--- src/rtl/univ_shift_reg.sv ---
// Universal shift register: hold, parallel load, shift, rotate, invert and clear,
// with cascade outputs and a one-cycle flag marking edges where the contents changed.
module univ_shift_reg #(
  parameter int               WIDTH       = 8,
  parameter logic [WIDTH-1:0] RESET_VALUE = '0
) (
  input  logic             clk,
  input  logic             reset,
  input  logic             en,
  input  logic [2:0]       mode,
  input  logic [WIDTH-1:0] d,
  input  logic             sin_l,
  input  logic             sin_r,
  output logic [WIDTH-1:0] q,
  output logic [WIDTH-1:0] q_n,
  output logic             sout_l,
  output logic             sout_r,
  output logic             busy_edge
);

  typedef enum logic [2:0] {
    MODE_HOLD   = 3'b000,
    MODE_LOAD   = 3'b001,
    MODE_SHL    = 3'b010,
    MODE_SHR    = 3'b011,
    MODE_ROTL   = 3'b100,
    MODE_ROTR   = 3'b101,
    MODE_INVERT = 3'b110,
    MODE_CLEAR  = 3'b111
  } mode_e;

  logic [WIDTH-1:0] r_q;
  logic             r_busy;
  logic [WIDTH-1:0] w_next;
  mode_e            w_mode;

  assign w_mode = mode_e'(mode);

  always_comb begin
    w_next = r_q;
    if (en) begin
      case (w_mode)
        MODE_HOLD:   w_next = r_q;
        MODE_LOAD:   w_next = d;
        MODE_SHL:    w_next = {r_q[WIDTH-2:0], sin_l};
        MODE_SHR:    w_next = {sin_r, r_q[WIDTH-1:1]};
        MODE_ROTL:   w_next = {r_q[WIDTH-2:0], r_q[WIDTH-1]};
        MODE_ROTR:   w_next = {r_q[0], r_q[WIDTH-1:1]};
        MODE_INVERT: w_next = ~r_q;
        MODE_CLEAR:  w_next = '0;
        default:     w_next = r_q;
      endcase
    end
  end

  // Busy compares against the pre-edge contents, so no-op operations never flag.
  always_ff @(posedge clk) begin
    if (reset) begin
      r_q    <= RESET_VALUE;
      r_busy <= 1'b0;
    end else begin
      r_q    <= w_next;
      r_busy <= (w_next != r_q);
    end
  end

  assign q         = r_q;
  assign q_n       = ~r_q;
  assign sout_l    = r_q[WIDTH-1];
  assign sout_r    = r_q[0];
  assign busy_edge = r_busy;

endmodule

--- config.mk ---
export PLATFORM = sky130hd
export DESIGN_NAME = univ_shift_reg
export DESIGN_NICKNAME = d
export VERILOG_FILES = /design/src/rtl/univ_shift_reg.sv
export SDC_FILE = /design/constraint.sdc
export NUM_CORES = 1
export LEC_CHECK = 0
export CORE_MARGIN = 8
export CORE_UTILIZATION = 25
export DETAILED_ROUTE_END_ITERATION = 8
export PLACE_DENSITY = 0.52
export SKIP_LAST_GASP = 1
export SYNTH_ARGS = -nofsm -noshare
export SYNTH_HDL_FRONTEND = slang
export SYNTH_SLANG_ARGS = --single-unit
--- constraint.sdc ---
create_clock -name clk -period 1.95 [get_ports clk]
set_input_delay 0.4875 -clock clk [delete_from_list [all_inputs] [get_ports clk]]
set_output_delay 0.4875 -clock clk [all_outputs]
set_load 0.005 [all_outputs]
After elaboration in Yosys (flattened, before gate mapping)
Cells that the tools add are included.
Word-level totals
  flip-flop bits (word level): 9
  output and inout bits: 19
  logic and storage cells: 14
Cells by class
  reductions and logical operators: 1
  bitwise gates (word level): 1
  equal/unequal tests: 8
  multiplexer cells: 2
Operators by type and width (count)
  $pmux W8 S8: 1
  $eq A3 B3 Y1 const B: 4
  $mux W8: 1
  $ne A8 B8 Y1: 1
  $not A8 Y8: 1
  $eq A3 B2 Y1 const B: 2
  $eq A3 B1 Y1 const B: 1
  $logic_not A3 Y1: 1

Longest topological paths before layout
  depth in word-level cells: 4
  mapped depth: 8
  mapped depth without buffers: 6

Least setup slack after synthesis
No wires, ideal clock.
  kind: in2reg
  start: in mode[2]
  end: reg r_busy (netlist: busy_edge)
  buffers on the path: 1
  slack: 0.094 ns
  arrival: 1.715 ns
  setup time: 0.141 ns
  data required time: 1.809 ns
  stages on the path: 7
  cells stage by stage: buf_2 -> nor2_1 -> o221ai_1 -> a32oi_1 -> o21ai_0 -> a2111oi_2 -> a41oi_1
Between the ends
  word-level cells in the longest chain between the ends: 4
RTL lines
  from (decl): line 10  | input logic [2:0] mode,
  $eq A3 B3 Y1 (tied with other cells): line 42  | case (w_mode)
  $pmux W8 S8 (*): line 42
  $mux W8 (*): line 41  | if (en) begin
  $ne A8 B8 Y1 (*): line 63  | r_busy <= (w_next != r_q);
  to (signal assigned): line 63
  to (decl): line 33  | logic r_busy;
Mark *: on every way between the ends. The rest lies on a longest branch, timed or not.
A chain may end at the register's enable or synchronous reset.

Worst setup path after layout
  start: reg r_q[6] (netlist: q[6])
  end: out q_n[6]
Between the ends
  word-level cells in the longest chain between the ends: 1
RTL lines
  from (decl): line 32  | logic [WIDTH-1:0] r_q;
  from (signal assigned): line 62  | r_q <= w_next;
  $not A8 Y8: line 68  | assign q_n = ~r_q;
  to (decl): line 15  | output logic [WIDTH-1:0] q_n,
No other way between the ends.

==> results.md <==
- Once layout is complete, the cells apart from fillers number ~220.
- Of the cells placed in the final design, the portion with a size suffix greater than 1 is 0.367.
- The total setup violations reported at the end of the flow is 0.
- The length of the first detailed-routing pass in iterations is 4.
- Global routing finished with a remaining overflow of 0.
- For this configuration, the core starts out at a cell density of 0.264.
- Along the worst path, the maximum fanout reaches 4.
- The longest clock path from root to sink contains 2 buffers.
- After synthesis the cells add up to around 900 um^2.
- The leakage component of the power is between 0.0006 and 0.0007 uW.
- On the worst path, the slowest cell contributes a delay of about 0.51 ns.
- For this run, the number of Yosys warnings is 0.
- Traced cell by cell, the critical path runs through buf_4 -> inv_1 -> clkdlybuf4s50_1.
- The cell count after synthesis came out at 118.
- The net count after synthesis is ~130.
- The number of H-tree levels is 1.
- The clock net sink count is 9.
- In this run the worst hold path is classified as reg2reg.
- The data required time at the worst endpoint is between 1 and 1.5 ns.
- In the global route stage, met3 resource usage came out at 0.0368.
- The overall die area is 0.00575 mm^2.
- Buffers inserted during clock tree synthesis total 3.
- In this run the tightest slew margin relative to its limit is 0.779.
- The biggest area contributor in the post-synthesis netlist is dfxtp_1.
- The number of cells traversed by the worst hold path is 2.
- The run finished with clean final reports.
- In this run the standard cell core region covers 0.00339 mm^2.
- The antenna violation net count after detailed routing is 0.
- TritonCTS built the clock tree.
- The sequential fraction of design power is 0.298.
- The number of placed instances, taps included, is 218.
- The number of design-rule violations left by the first detailed-router iteration is 80.
- The number of antenna diodes in the final layout is 0.
- The count of unique library cells instantiated by Yosys is 40.
- The post-route clock skew is around 0.0021 ns.
- The worst setup path is of the reg2out kind.
- The average wire length per cell after detail routing is between 10 and 15 um.
- The sum of net half-perimeters after detailed placement is 2610 um.
- For met1 alone, demand over resource in global routing was 0.157.
- The total count of max-transition violations in the final report was 0.
- The worst hold path terminates at q[4].
- At the pin with the least slew margin, the transition time is 0.331 ns.
- The final critical path time including I/O delays and setup is approximately 1.9 ns.
- The die height is around 76 um.
- The highest attainable clock frequency is 533 MHz.
- In this run the most used layer during global routing was met2.
- Measured along the x axis, the die boundary spans 75.9 um.
- The count of endpoints failing hold in the final timing report is 0.
- The via count is about 1100.
- After synthesis, the cell types taking the most area are dfxtp_1 20%, o21ai_0 7.3%, inv_1 5.0%.
- At the worst endpoint, the arrival time is 1.39 ns.
- The clock-pin slew of the registers on the worst-case setup and hold paths is 0.07 ns.
- The clock reaches the later pin of the worst-skew pair after between 0.2 and 0.3 ns.
- The end of the worst register-to-register path is busy_edge.
- The largest individual stage delay along the critical path comes from the cell clkdlybuf4s50_1.
- The share of total power consumed by net switching is 0.341.
- The startpoint identified for the worst hold timing path is q[4].
- The root buffer selected by CTS is clkbuf_4.
- Across the VDD grid, the largest voltage drop is 0.240 mV.
- The total wire length is ~3300 um.
- The final estimated routing congestion in global placement is roughly 0.86.
- The number of antenna violations at the first check in global routing came to 0.
- The post-detailed-route DRC marker count is 0.
- The first global-routing pass estimated roughly 5500 um of wire.
- The element type at the critical path start is a register.
- The number of nets at the end of the flow is roughly 190.
- For this design the total switching power over the nets is about 250 uW.
- Dividing the synthesized area by the synthesized cell count gives ~7.6 um^2.
- The launch instance of the worst register-to-register path is q[7].
- The fraction of synthesis flops using an asynchronous set or reset pin is 0.
- The filler cells instantiated in the layout total 330.
- In this run the power density over the cells is 463 mW/mm^2.
- The share of total power dissipated in combinational logic is 0.488.
- The share of the Yosys chip area taken by registers is 0.201.
- The setup slack of the most critical reg-to-reg path is 0.27 ns.
- The number of maximum-capacitance violations is 0.
- The number of global-route vias before repair is between 1000 and 1500.
- In the synthesized netlist the dominant register cell turns out to be dfxtp_1.
- The count of input and output buffers is 34.
- Internal power comes to 492 uW.
- Relative to the synthesized area, the layout overhead comes to 79.6%.
- The final design area excluding fillers is 0.00161 mm^2.
- The post-placement cell area is between 0.001 and 0.0015 mm^2.
- Across every metal layer, demand over resource in global routing totals 0.125.
- Dividing the final minimum period by the clock period gives 0.962.
- The via density per instance is 4.96.
- The number of hold buffers added after CTS is 0.
- In this run the count of I/O pins placed on the die edge is 35.
- The worst setup path is captured at an output pin.
- Of the total power, the clock network draws 0.214.
- The number of flops mapped to enable cells by yosys is 0.
- The synthesized design contains 9 register bits.
- The count of standard-cell rows is 21.
- The global-route met2 utilization is 0.200.
- The share of Yosys cell area claimed by the top area cell type is 0.201.
- The maximum number of pins on one net before global-route repair is 12.
- The number of cells on the worst reg-to-reg path is 6.
-- cells in the mapped netlist (all sizes together), types with 4 or more instances --
| cell | n |
|---|---|
| a21oi | 7 |
| buf | 6 |
| clkbuf | 5 |
| dfxtp | 9 |
| inv | 12 |
| mux2 | 4 |
| mux2i | 4 |
| nand2 | 6 |
| nor2 | 5 |
| nor2b | 4 |
| o21a | 5 |
| o21ai | 14 |
| o221a | 4 |
| o221ai | 4 |
-- cells by family after synthesis --
logic type             Yosys count  share of synthesized area
flip-flops                       9                      0.201
buffers and inverters           23                      0.115
XOR/XNOR                         2                     0.0196
AND/OR/NAND/NOR                 28                      0.159
AO/OA/AOI/OAI                   48                      0.411
multiplexers                     8                     0.0950
-- state kept, by name, summed over array words and instances (netlist names) --
| signal | cells |
|---|---|
| busy_edge | 1 |
| q | 8 |
-- cell usage in the layout (no fill, tap or decap), types with 2 or more instances in the layout --
cell             synthesis  final
a21oi_1                  7      4
nor2_1                   5      3
dfxtp_1                  9      9
o21ai_1                  1      5
nor2_2                   0      2
o221a_2                  4      4
nand2_1                  6      5
nor2b_1                  4      4
o21ai_0                 13      9
o21a_1                   5      5
o211ai_1                 2      2
nor3_1                   3      2
clkbuf_4                 0      3
nand3_1                  3      3
a221oi_1                 2      2
mux2i_1                  4      4
clkdlybuf4s50_1          0     31
o211a_1                  2      2
buf_4                    3     28
inv_1                   12     12
buf_6                    0      3
o221ai_2                 1      3
clkbuf_2                 1      2
mux2_2                   4      4
a21oi_4                  0      2
-- routing by layer --
layer	vias up	routed length [um]
met5	-	0
met4	0	44
met3	4	309
met2	42	1520
met1	503	1440
li1	558	-
-- timing repair --
| action | 4_1_cts | 5_1_grt |
|---|---|---|
| pin swaps | 3 | 8 |
| gates cloned | 0 | 0 |
| endpoints found under the setup margin | 9 | 1 |
| resized for setup | 17 | 17 |
| setup buffers | 0 | 1 |
-- per-stage QoR --
step	TNS, ns	total power, uW	worst slack [ns]	hold slack (ns)	util
floorplan	0	372	0.0945	0.555	-
global placement	-3.71	556	-0.637	0.605	0.433
detailed placement	-3.50	555	-0.605	0.594	0.433
CTS	0	728	0.0267	0.612	0.453
global route	-0.00128	794	-0.00128	0.681	0.475
finish	0	746	0.0741	0.622	0.475
-- how the worst max path moves through the flow --
stage,start,to,cells after the start
3_3_place_gp,mode[1],busy_edge,9
3_5_place_dp,mode[0],busy_edge,7
6_report,q[6],q_n[6],3
2_1_floorplan,mode[2],busy_edge,7
4_1_cts,sin_r,busy_edge,8
5_1_grt,sin_r,busy_edge,8
-- power groups by stage --
stage	logic, uW	clock network [uW]	registers (uW)
2_1_floorplan	149	0	222
3_3_place_gp	330	0	226
3_5_place_dp	329	0	226
4_1_cts	343	163	222
5_1_grt	396	172	225
6_report	364	159	222
-- area by class of cell --
| type | count | area [um^2] | share of cell area |
|---|---|---|---|
| Clock buffer | 4 | 26.3 | 0.0163 |
| Inverter | 12 | 45.0 | 0.0280 |
| Multi-Input combinational cell | 86 | 704 | 0.438 |
| Sequential cell | 9 | 180 | 0.112 |
| Tap cell | 46 | 57.6 | 0.0358 |
| Timing Repair Buffer | 66 | 596 | 0.370 |
-- worst max-delay path: cells and delay by family, from the launching register on --
family,cells,cell delay [ns]
buf+inv,3,0.76
flops,1,0.35
Power figures use the tool's default switching activity.
